## config.mk

```make
export PLATFORM = sky130hd
export DESIGN_NAME = psram_cmd_sched
export DESIGN_NICKNAME = d
export VERILOG_FILES = /design/src/rtl/psram_cmd_sched.sv
export SDC_FILE = /design/constraint.sdc
export NUM_CORES = 1
export LEC_CHECK = 0
export ABC_AREA = 1
export CORE_MARGIN = 2
export CORE_UTILIZATION = 50
export DETAILED_ROUTE_END_ITERATION = 8
export PLACE_DENSITY_LB_ADDON = 0.08
export RECOVER_POWER = 100
export SYNTH_ARGS = -nofsm -noshare
export SYNTH_HDL_FRONTEND = slang
export SYNTH_SLANG_ARGS = --single-unit
```

## constraint.sdc

```tcl
create_clock -name clk_i -period 6.8 [get_ports clk_i]
set_input_delay 1.7 -clock clk_i [delete_from_list [all_inputs] [get_ports clk_i]]
set_output_delay 1.7 -clock clk_i [all_outputs]
set_load 0.01 [all_outputs]
```

## src/rtl/psram_cmd_sched.sv

```systemverilog
// psram_cmd_sched
// Command scheduler between the AXI4 front end and the PSRAM PHY sequencer.
// Arbitrates round-robin between pending read and write byte-burst requests,
// splits each request into segments that never cross a device page and never
// exceed the programmed max-CE-low byte budget, issues one segment at a time
// to the PHY and enforces a programmable CE-high gap between segments.
//
// Ports:
//   clk_i, rst_n_i          clock, asynchronous active-low reset
//   cfg_max_bytes_i         max segment bytes-1 (tCEM budget)
//   cfg_cph_i               CE-high gap in clk cycles between segments
//   rd_req_* / wr_req_*     request channels (valid/ready, addr, bytes-1)
//   cmd_*                   segment command to the PHY (valid/ready)
//   phy_done_i              one-cycle pulse: segment finished, CE high
//   rd_done_o / wr_done_o   one-cycle pulse: whole request complete
//   busy_o                  scheduler not idle
//
// Handshakes: a transfer happens on a rising clk edge where valid and ready
// are both high. The sender holds valid and its payload stable until then;
// ready may depend combinationally on valid.
module psram_cmd_sched #(
    parameter int ADDR_W     = 25,
    parameter int LEN_W      = 12,
    parameter int PAGE_BYTES = 1024
) (
    input  logic              clk_i,
    input  logic              rst_n_i,
    input  logic [LEN_W-1:0]  cfg_max_bytes_i,
    input  logic [7:0]        cfg_cph_i,
    input  logic              rd_req_valid_i,
    output logic              rd_req_ready_o,
    input  logic [ADDR_W-1:0] rd_req_addr_i,
    input  logic [LEN_W-1:0]  rd_req_len_i,
    input  logic              wr_req_valid_i,
    output logic              wr_req_ready_o,
    input  logic [ADDR_W-1:0] wr_req_addr_i,
    input  logic [LEN_W-1:0]  wr_req_len_i,
    output logic              cmd_valid_o,
    input  logic              cmd_ready_i,
    output logic              cmd_we_o,
    output logic [ADDR_W-1:0] cmd_addr_o,
    output logic [LEN_W-1:0]  cmd_len_o,
    output logic              cmd_last_o,
    input  logic              phy_done_i,
    output logic              rd_done_o,
    output logic              wr_done_o,
    output logic              busy_o
);

    // Byte counts need one more bit than the bytes-1 length fields.
    localparam int CNT_W = LEN_W + 1;
    localparam int PG_W  = $clog2(PAGE_BYTES);

    typedef enum logic [1:0] {
        IDLE  = 2'd0,
        ISSUE = 2'd1,
        WAIT  = 2'd2,
        GAP   = 2'd3
    } state_t;

    state_t             state_q, state_d;
    logic               we_q;
    logic [ADDR_W-1:0]  addr_q;
    logic [CNT_W-1:0]   rem_q;
    logic [CNT_W-1:0]   seg_q;
    logic [LEN_W-1:0]   len_q;
    logic               last_q;
    logic [7:0]         gap_q;
    logic               rr_wr_q;     // 1: write preferred on a tie
    logic               rd_done_q;
    logic               wr_done_q;

    logic               grant_rd, grant_wr;
    logic               load_seg, gap_load, done_set;
    logic [ADDR_W-1:0]  src_addr;
    logic [CNT_W-1:0]   src_rem;
    logic [CNT_W-1:0]   seg_next;

    // Segment = min(remaining, budget, bytes left in the current page).
    function automatic logic [CNT_W-1:0] seg_calc(
        input logic [PG_W-1:0]  off,
        input logic [CNT_W-1:0] rem,
        input logic [LEN_W-1:0] max_m1
    );
        logic [CNT_W-1:0] lim_cfg;
        logic [31:0]      room;
        logic [CNT_W-1:0] s;
        lim_cfg = {1'b0, max_m1} + CNT_W'(1);
        room    = 32'(PAGE_BYTES) - 32'(off);
        s       = rem;
        if (lim_cfg < s) s = lim_cfg;
        if (room < 32'(s)) s = CNT_W'(room);
        return s;
    endfunction

    // Source of the next segment: the granted request when leaving IDLE,
    // otherwise the already-advanced request registers.
    always_comb begin
        src_addr = addr_q;
        src_rem  = rem_q;
        if (state_q == IDLE) begin
            if (grant_wr) begin
                src_addr = wr_req_addr_i;
                src_rem  = {1'b0, wr_req_len_i} + CNT_W'(1);
            end else begin
                src_addr = rd_req_addr_i;
                src_rem  = {1'b0, rd_req_len_i} + CNT_W'(1);
            end
        end
    end

    assign seg_next = seg_calc(src_addr[PG_W-1:0], src_rem, cfg_max_bytes_i);

    always_comb begin
        state_d  = state_q;
        grant_rd = 1'b0;
        grant_wr = 1'b0;
        load_seg = 1'b0;
        gap_load = 1'b0;
        done_set = 1'b0;
        case (state_q)
            IDLE: begin
                if (rd_req_valid_i && (!wr_req_valid_i || !rr_wr_q)) begin
                    grant_rd = 1'b1;
                end else if (wr_req_valid_i) begin
                    grant_wr = 1'b1;
                end
                if (grant_rd || grant_wr) begin
                    state_d  = ISSUE;
                    load_seg = 1'b1;
                end
            end
            ISSUE: begin
                if (cmd_ready_i) state_d = WAIT;
            end
            WAIT: begin
                if (phy_done_i) begin
                    done_set = (rem_q == '0);
                    if (cfg_cph_i == 8'd0) begin
                        state_d  = (rem_q == '0) ? IDLE : ISSUE;
                        load_seg = (rem_q != '0);
                    end else begin
                        state_d  = GAP;
                        gap_load = 1'b1;
                    end
                end
            end
            GAP: begin
                if (gap_q <= 8'd1) begin
                    state_d  = (rem_q == '0) ? IDLE : ISSUE;
                    load_seg = (rem_q != '0);
                end
            end
            default: state_d = IDLE;
        endcase
    end

    always_ff @(posedge clk_i or negedge rst_n_i) begin
        if (!rst_n_i) begin
            state_q   <= IDLE;
            we_q      <= 1'b0;
            addr_q    <= '0;
            rem_q     <= '0;
            seg_q     <= '0;
            len_q     <= '0;
            last_q    <= 1'b0;
            gap_q     <= 8'd0;
            rr_wr_q   <= 1'b0;
            rd_done_q <= 1'b0;
            wr_done_q <= 1'b0;
        end else begin
            state_q   <= state_d;
            rd_done_q <= done_set & ~we_q;
            wr_done_q <= done_set & we_q;
            if (grant_rd || grant_wr) begin
                we_q    <= grant_wr;
                addr_q  <= src_addr;
                rem_q   <= src_rem;
                rr_wr_q <= ~rr_wr_q;
            end
            // Segment fields are frozen here so cfg changes only affect
            // the next segment.
            if (load_seg) begin
                seg_q  <= seg_next;
                len_q  <= LEN_W'(seg_next - CNT_W'(1));
                last_q <= (seg_next == src_rem);
            end
            // Address wraps naturally at 2^ADDR_W.
            if (state_q == ISSUE && cmd_ready_i) begin
                addr_q <= addr_q + ADDR_W'(seg_q);
                rem_q  <= rem_q - seg_q;
            end
            if (gap_load) begin
                gap_q <= cfg_cph_i;
            end else if (state_q == GAP) begin
                gap_q <= gap_q - 8'd1;
            end
        end
    end

    assign rd_req_ready_o = grant_rd;
    assign wr_req_ready_o = grant_wr;
    assign cmd_valid_o    = (state_q == ISSUE);
    assign cmd_we_o       = cmd_valid_o & we_q;
    assign cmd_addr_o     = cmd_valid_o ? addr_q : '0;
    assign cmd_len_o      = cmd_valid_o ? len_q : '0;
    assign cmd_last_o     = cmd_valid_o & last_q;
    assign rd_done_o      = rd_done_q;
    assign wr_done_o      = wr_done_q;
    assign busy_o         = (state_q != IDLE);

endmodule

```

Word level (Yosys, flattened, before mapping)
Index checks and enable logic that the tools add are counted.
- output and inout bits: 45
- input bits: 100
- register bits: 78
- bitwise operators: 6
- reductions and logical operators: 17
- magnitude comparators: 3
- $add $sub $neg: 8
- muxes and demuxes: 38
- equal/unequal tests: 8
- operators with widths (cell ; number):
    two-way mux 25 bit ; 5
    two-way mux 13 bit ; 6
    adder 12 x 1 -> 13 bit, second input constant ; 3
    less-than comparator 32 x 13 -> 1 bit ; 1
    adder 25 x 13 -> 25 bit ; 1
    two-way mux 1 bit ; 17
    two-way mux 8 bit ; 2
    equality test 13 bit ; 1
    zero test 13 bit ; 1
    less-than comparator 13 bit ; 1
    nonzero test 13 bit ; 1
    subtractor 13 bit ; 1
    two-way mux 12 bit ; 1
    subtractor 11 x 10 -> 12 bit, first input constant ; 1
    subtractor 12 x 1 -> 12 bit, second input constant ; 1
    two-way mux 2 bit ; 5
    <= comparator 8 x 1 -> 1 bit, second input constant ; 1
    zero test 8 bit ; 1
    one-hot mux 2 bit (4 select lines) ; 1
    nonzero test 2 bit ; 4
    subtractor 8 x 1 -> 8 bit, second input constant ; 1
    AND 1 bit ; 4
    equality test 2 bit, second input constant ; 2
    inequality test 2 x 1 -> 1 bit, second input constant ; 2
    other kinds (10) ; 16

Depth between registers and ports, before layout
- depth in word-level cells: 13
- gate-level depth with buffers: 45
- mapped depth without buffers: 43

Least setup slack after synthesis
Ideal clock, no wire load.
- kind: in2reg
- start: input port wr_req_valid_i
- end: register len_q[8]
- arrival: 6.292 ns
- data required time: 6.681 ns
- stages on the path: 38
- setup time: 0.119 ns
- setup slack: 0.389 ns
- cells stage by stage: nand2_1 > nand2_2 > nand3_4 > buf_6 > o21ai_2 > inv_1 > ha_1 > xnor2_1 > or2_2 > o21ai_0 > inv_1 > ha_1 > a21oi_1 > o21a_1 > nand2_1 > nand2_1 > nand3_1 > nand3_1 > (+2 left out) > nand2_8 > clkbuf_1 > o21ai_0 > inv_1 > ha_1 > nand2_1 > nor2_1 > a211oi_1 > nand2_2 > nand2_4 > nand3_1 > nand2_2 > ha_1 > nand2_1 > nor2_2 > nand3_1 > nand2_1 > nor2_1
- longest elaborated chain between the ends: 13
- elaborated cells between the ends (all ways): 22
- those cells by class: add/sub: 2; order compare: 2; mux: 14; reduce/logical: 4
- RTL lines (what ; line ; text):
    start, declared ; 34 ; input logic wr_req_valid_i,
    zero test 1 bit ; 123 ; if (rd_req_valid_i && (!wr_req_valid_i || !rr_wr_q)) begin
    logical OR 1 bit ; 123 ;
    logical AND 1 bit ; 123 ;
    two-way mux 1 bit ; 123 ;
    two-way mux 1 bit (2 in a row) ; 121 ; case (state_q)
    two-way mux 13 bit ; 102 ; if (grant_wr) begin
    two-way mux 13 bit ; 101 ; if (state_q == IDLE) begin
    less-than comparator 13 bit ; 91 ; if (lim_cfg < s) s = lim_cfg;
    two-way mux 13 bit ; 91 ;
    less-than comparator 32 x 13 -> 1 bit ; 92 ; if (room < 32'(s)) s = CNT_W'(room);
    two-way mux 13 bit ; 92 ;
    subtractor 12 x 1 -> 12 bit ; 185 ; len_q <= LEN_W'(seg_next - CNT_W'(1));
    end signal, assigned ; 185 ;
    end, declared ; 66 ; logic [LEN_W-1:0] len_q;
Parallel ways exist; a longest one is shown, timed or not. The select of a mux whose other input is x is not followed.
A chain may end at the register's enable or synchronous reset.

Worst setup path after layout
- start: input port rd_req_valid_i
- end: register len_q[9]
- longest elaborated chain between the ends: 11
- elaborated cells between the ends (all ways): 19
- those cells by class: add/sub: 2; order compare: 2; mux: 13; reduce/logical: 2
- RTL lines (what ; line ; text):
    start, declared ; 30 ; input logic rd_req_valid_i,
    logical AND 1 bit (*) ; 123 ;
    two-way mux 1 bit ; 123 ;
    two-way mux 1 bit (2 in a row) ; 121 ;
    two-way mux 13 bit ; 102 ;
    two-way mux 13 bit ; 101 ;
    less-than comparator 13 bit ; 91 ;
    two-way mux 13 bit ; 91 ;
    less-than comparator 32 x 13 -> 1 bit ; 92 ;
    two-way mux 13 bit ; 92 ;
    subtractor 12 x 1 -> 12 bit ; 185 ;
Every way passes the cells marked *; elsewhere a longest branch is shown, timed or not. The select of a mux whose other input is x is not followed.

==> run summary <==
Register area share after synthesis: 25.42%
FMAX: 0.1514 GHz
Post-Synthesis Cell Area: 7680 sq um
Count of final setup violators: 0
Final min period: 6605 ps
Synth top area cells: dfrtp_1 (25%), nand2_1 (13%), inv_1 (9.2%)
# fillers: 1,330
Leakage power: 5.136 nW
Gr ovfl total: 0
Status: finished with violations
Most Frequent Cell on Critical Path: nand2_1
Synth area leader: dfrtp_1
Syn Nets: 1,351
Die Y-Extent: 127.9 um
Detailed-route wire length: 24,800 um
Vias: 8,624
Vias per cell: 5.383
Area post-placement: 9792 sq um
I/O Buffers: 144
Slew @ Worst Pin: 4132 ps
Clock buffer depth: 2
Pins Over Slew Limit: 74
First-pass GRT wire length: 39,610 um
Setup crit start: rd_req_valid_i
Final Skew: 10.25 ps
Core area: 15,090 sq um
Worst setup EP type: flip-flop
TNS Setup: 0 ps
Diodes inserted: 0
Crit-path max cell delay: 500 ps
Post-synthesis register bit count: 78
Area growth from synthesis to layout: 34.80%
Mapped Avg Cell Area: 6.389 sq um
Setup slack after layout: 194.7 ps
Clk_lat worst skew: 350 ps
Power Density: 581.9 nW/um^2
Placer Congestion: 0.9500
Hold wc startpoint: we_q$_DFFE_PN0P_
Ys Warns: 0
Die Width: 127.9 um
WHS: 455.0 ps
DRC: 0
EDFF count, synth: 0
Final net count: 1,558
CP required: 7040 ps
Wire per inst: 15.48 um
CTS tree: yes
WS Path Type: in2reg
Unique masters post-synth: 54
CTS root buffer: clkbuf_16
WP buf/inv: 6
H-tree Lvls: 3
Share of cells above drive strength 1: 12.38%
Post-route ant nets: 0
Asr flop ratio synth: 100.0%
Cell Rows: 45
Worst r2r src: state_q[1]$_DFFE_PN0P_
Initial antenna violation count: 0
Worst path slowest cell: clkdlybuf4s50_1
Crit path arrival time: 6840 ps
Clock sinks: 78
TritonCTS Buffers: 9
Crit start category: input port
Hold Crit Class: reg2reg
Crit path max-delay family: simple AND/OR/NAND/NOR gates
Final critical-path share of the clock period: 97.14%
Clock transition at path regs: 70 ps
Max FO, Critical Path: 11
Failing checks: capacitance limit, slew limit
Maxcap violations: 1
Top_reg_cell synth: dfrtp_1
Detail Placement HPWL: 19,140 um
Post-route cell area: 10,350 sq um
Pwr Total: 6.024 mW
GRT Total Usage: 30.30%
Worst slack at placement: -310.9 ps
Largest net degree at the start of global routing: 74
Endpoints failing hold: 0
Num ports: 145
Cells after synthesis: 1,202
Worst IR Drop VDD: 0.0002411 V
Iter 0 DRT Violations: 740
DR pass1 iterations: 5
Die area: 16,370 sq um
Slew HR: -175.5%
Number of global-route vias before repair: 7,851
Synth top area share: 25.42%
Initial Util: 50.90%
==> cell usage after synthesis (all sizes together), types with 4 or more instances <==
master  count
o221ai     29
buf        10
xnor2       9
nand4      16
nand3      93
inv       191
nor3       13
dfrtp      78
o21bai      4
or2         8
o21a        4
a41oi       7
a21oi      58
nand2     280
nor2      181
o21ai      89
ha         47
clkbuf     26
a31oi       5
xor2       21
nand3b      5
==> power breakdown <==
group | internal, mW | total, mW | switching, mW | leakage (nW)
registers | 0.686 | 0.858 | 0.171 | 0.946
logic | 1.88 | 4.65 | 2.78 | 4.04
clock network | 0.290 | 0.511 | 0.221 | 0.148
total | 2.85 | 6.02 | 3.17 | 5.14
==> per-layer routing <==
layer  GRT usage, %  part of all wire, %
met5              0                    0
met4          7.175                  1.7
met3          4.215                  7.5
met2          47.00                   44
met1          44.74                   47
==> state kept, by name, indices dropped and copies added, names as in the netlist <==
register / cells
addr_q: 25
state_q: 2
rd_done_o: 1
last_q: 1
len_q: 12
wr_done_o: 1
rr_wr_q: 1
we_q: 1
rem_q: 13
gap_q: 8
seg_q: 13
==> final timing paths <==
path | slack (ps) | to | cells after the start
min | 450 | rd_done_o$_DFF_PN0_ | 1
max | 190 | len_q[9]$_DFFE_PN0P_ | 40
max in group asynchronous | 1360 | seg_q[5]$_DFFE_PN0P_ | 2
max reg2reg | 1030 | len_q[9]$_DFFE_PN0P_ | 34
min reg2reg | 450 | rd_done_o$_DFF_PN0_ | 1
min in group asynchronous | 1200 | gap_q[6]$_DFFE_PN0P_ | 1
==> repair_timing <==
item / in CTS / in global routing
gates resized for setup: 0 / 61
setup buffers: 0 / 6
hold buffers: 0 / 0
endpoints found under the setup margin: 0 / 24
==> cell usage in the layout (no fill, tap or decap), drive strengths merged, types with 2 or more instances in the layout <==
cell type	n
dlygate4sd3	44
dfrtp	78
nor3	13
o21ai	89
or2	8
and2	3
nand3b	5
fa	2
a41oi	7
or4	2
o21bai	4
buf	79
inv	194
o21a	4
ha	47
a31oi	5
clkdlybuf4s50	98
xnor2	9
nand2	282
o221ai	29
nand3	93
xor2	21
a21oi	58
nand4	16
clkinv	5
nor2	181
o211ai	2
clkbuf	17
nor4	3
o31ai	3
==> cell type report <==
type	instances	area [sq um]	area share, %
Multi-Input combinational cell	896	5040	48.68
Inverter	194	730.7	7.058
Sequential cell	78	1952	18.85
Tap cell	188	235.2	2.272
Timing Repair Buffer	230	2090	20.18
Clock buffer	9	225.2	2.175
Clock inverter	7	80.08	0.7735
==> kinds of logic after synthesis <==
group                      Yosys count  share of synthesized area (%)
and+or+nand+nor                    606                          34.41
buffers and inverters              230                          11.80
AOI/OAI and AO/OA                  208                          16.65
DFF                                 78                          25.42
adders and majority gates           49                          8.179
xor gates and xnor gates            30                          3.421
muxes                                1                         0.1303
==> through the flow <==
step	util (%)	std cells
detailed placement	64.89	1578
finish	68.61	1602
global route	68.61	1602
global placement	64.89	1578
floorplan	-	1202
CTS	66.92	1594
(Power assumes the default switching activity.)
==> variant, RTL diff (config.mk and constraints unchanged) <==
Encoding of `state_t`: now one-hot (4 bits for 4 states).
--- a/src/rtl/psram_cmd_sched.sv
+++ b/src/rtl/psram_cmd_sched.sv
@@ -51,11 +51,11 @@
     localparam int CNT_W = LEN_W + 1;
     localparam int PG_W  = $clog2(PAGE_BYTES);
 
-    typedef enum logic [1:0] {
-        IDLE  = 2'd0,
-        ISSUE = 2'd1,
-        WAIT  = 2'd2,
-        GAP   = 2'd3
+    typedef enum logic [3:0] {
+        IDLE  = 4'b0001,
+        ISSUE = 4'b0010,
+        WAIT  = 4'b0100,
+        GAP   = 4'b1000
     } state_t;
 
     state_t             state_q, state_d;
Function: same outputs for any inputs over 4 cycles, from zero or initial values and one cycle with rst_n_i low; so few cycles prove little.
==> variant against the original RTL <==
- largest power group unchanged
- final area down 2.5%
- core utilization down 1.5 points
- synthesized area shrank 1.0%
- clock skew is 3.3 ps higher
- the run still ends with max-capacitance violations, max-slew violations left
- setup slack better by 150 ps
- non-clock buffer count decreased by 3
- routed wire length decreased by 2.9%
- power up 2.8%
- final cell count down 3.3%
- sequential power is 3.7% higher
- die area shrank 0.98%
- sequential cell count grew 2
- via count shrank 2.1%
==> variant: results (changes against the original RTL) <==
* Worst R2R Setup Slack: 1510 ps (+480 ps)
- The proportion of layout cells with a drive suffix above 1 is 0.107 (-0.0172).
- Fraction of synthesized area in multiplexers: 0.00132 (+0.0000133)
- The clock tree skew after final layout is 13.5 ps (+3.27 ps).
- Grt met2 use: 0.510 (+0.0399)
- Clock tree synthesis selected as its root buffer the cell sky130_fd_sc_hd__clkbuf_16.
- Transition time at the pin with the least slew margin: 4130 ps (+2.74 ps)
- Run status: finished with violations
- The number of global-route vias before repair is 7883 (+0.41%).
- The count of vias placed by the detailed router came to 8440 (-2.1%).
- CTS max path bufs: 2 (unchanged)
* Top area cells in the synthesized netlist: sky130_fd_sc_hd__dfrtp_1 26%, sky130_fd_sc_hd__nand2_1 13%, sky130_fd_sc_hd__inv_1 8.7%
- In this run the worst hold path is classified as flip-flop to flip-flop.
* Sum of net half-perimeters after detailed placement: 18900 um (-1.1%)
- The count of distinct cell types in the synthesized netlist came to 51 (-5.6%).
- Drt wl/cell: 15.5 um (+0.42%)
- Final weighted congestion of routability-driven global placement: 0.923 (-2.8%)
* Fraction of the mapped netlist area in compound gates: 0.190 (+0.0233)
- Leakage: 0.00505 uW (-1.6%)
- Area share of xor/xnor cells in the synthesized design: 0.0380 (+0.00381)
- Switching power summed over all nets: 3260 uW (+2.7%)
- Part of the power in the clock network: 0.078 (-0.007)
- Sequential element share of the synthesized area: 0.263 (+0.00934)
* Violations in the final reports: max-capacitance violations, max-slew violations
- Met1 Wirelength: 10500 um (-9.5%)
- Global routing usage on met3: 0.0402 (-0.00195)
* Highest fanout seen on the critical path: 12 (+1)
- The worst supply voltage drop on vdd came to 0.839 mV (+250%).
* Count of max-cap constraint violations: 3 (+2)
- Adder-cell area share of the yosys netlist: 0.0826 (+0.000835)
* Grt met1 use: 0.398 (-0.0494)
- The clock-pin slew on the worst setup and hold paths was 70 ps (about the same).
- Overall power of the completed layout: 6190 uW (+2.8%)
- Length in cells of the worst reg-to-reg path: 37 (+8.8%)
- The number of nets at the end of the flow is 1505 (-3.4%).
* Crit-path max cell delay: 470 ps (-30 ps)
* Antenna violations before repair: 0 (unchanged)
* Met2 wire length: 11500 um (+5.9%)
* Global-route wire length before repair: 38900 um (-1.8%)
* Global-route usage over all layers: 0.299 (-0.00419)
- The final-layout fill cell count was 1363 (+2.5%).
- The amount of wire on met3 after detailed routing came to 1510 um (-19%).
- The count of port buffers added during placement came to 144 (unchanged).
* Arr. time, crit path: 6690 ps (-150 ps)
- The net count of the mapped netlist is 1302 (-3.6%).
- The initial DRC count came to 655 (-11%).
- The commonest cells after synthesis are 264 x sky130_fd_sc_hd__nand2_1, 176 x sky130_fd_sc_hd__inv_1, 130 x sky130_fd_sc_hd__nor2_1.
- The sequential cell fraction of total power came to 0.144 (+0.002).
* GRT Residual Overflow: 0 (unchanged)
- Number of buffers added by the clock tree synthesis step: 9 (unchanged)
* Topmost layer with routed signal wires: met4
- The number of slew-limit violations in the final report was 146 (+97%).
variant: cell count changes after synthesis, sizes merged, moves of 7 or more:
cell / before / now
nor2: 181 / 138
a221oi: 0 / 16
a22oi: 1 / 16
o221ai: 29 / 15
inv: 191 / 180
o22ai: 0 / 11
nand3: 93 / 84
o21ai: 89 / 80
a41oi: 7 / 0
or2: 8 / 1
variant: layout make-up:
cell class,count,area share
clock buffer,11,0.0250
clock inverter,5,0.00397
multi-input combinational,856,0.476
tap,188,0.0233
inverter,182,0.0679
sequential,80,0.198
timing repair buffer,227,0.205
variant: cell families after synthesis:
group | count (synthesis)
simple gates | 543
compound gates | 230
buf+inv | 217
flops | 80
fa+ha+maj | 49
xor+xnor | 33
mux | 1
variant: through the flow:
step	setup WS [ps]	cells	cell area, um2	hold slack, ps
2_1_floorplan	427	1153	7600	402
3_3_place_gp	2.24	1530	9760	409
3_5_place_dp	-120	1530	9760	422
4_1_cts	248	1546	10100	431
5_1_grt	-125	1549	10100	459
6_report	342	1549	10100	429
variant: path summary, 6_finish.rpt:
path / start / to
worst max-delay path: wr_req_valid_i / len_q[6]
worst min-delay path: we_q / rd_done_o
worst max register to register: state_q[0] / len_q[6]
worst min register to register: we_q / rd_done_o
max in group asynchronous: rst_n_i / addr_q[11]
min in group asynchronous: rst_n_i / gap_q[0]
variant: worst reg2reg max path: cells and delay by family, from the launching register on:
family,cells,cell delay (ps)
and+or+nand+nor,20,2120
AOI/OAI and AO/OA,8,990
buffers and inverters,7,930
adders and majority gates,2,580
DFF,1,550
variant: what timing repair did:
| item | 4_1_cts | 5_1_grt |
|---|---|---|
| resized for setup | 0 | 24 |
| endpoints found under the setup margin | 0 | 19 |
| buffers inserted | 0 | 3 |
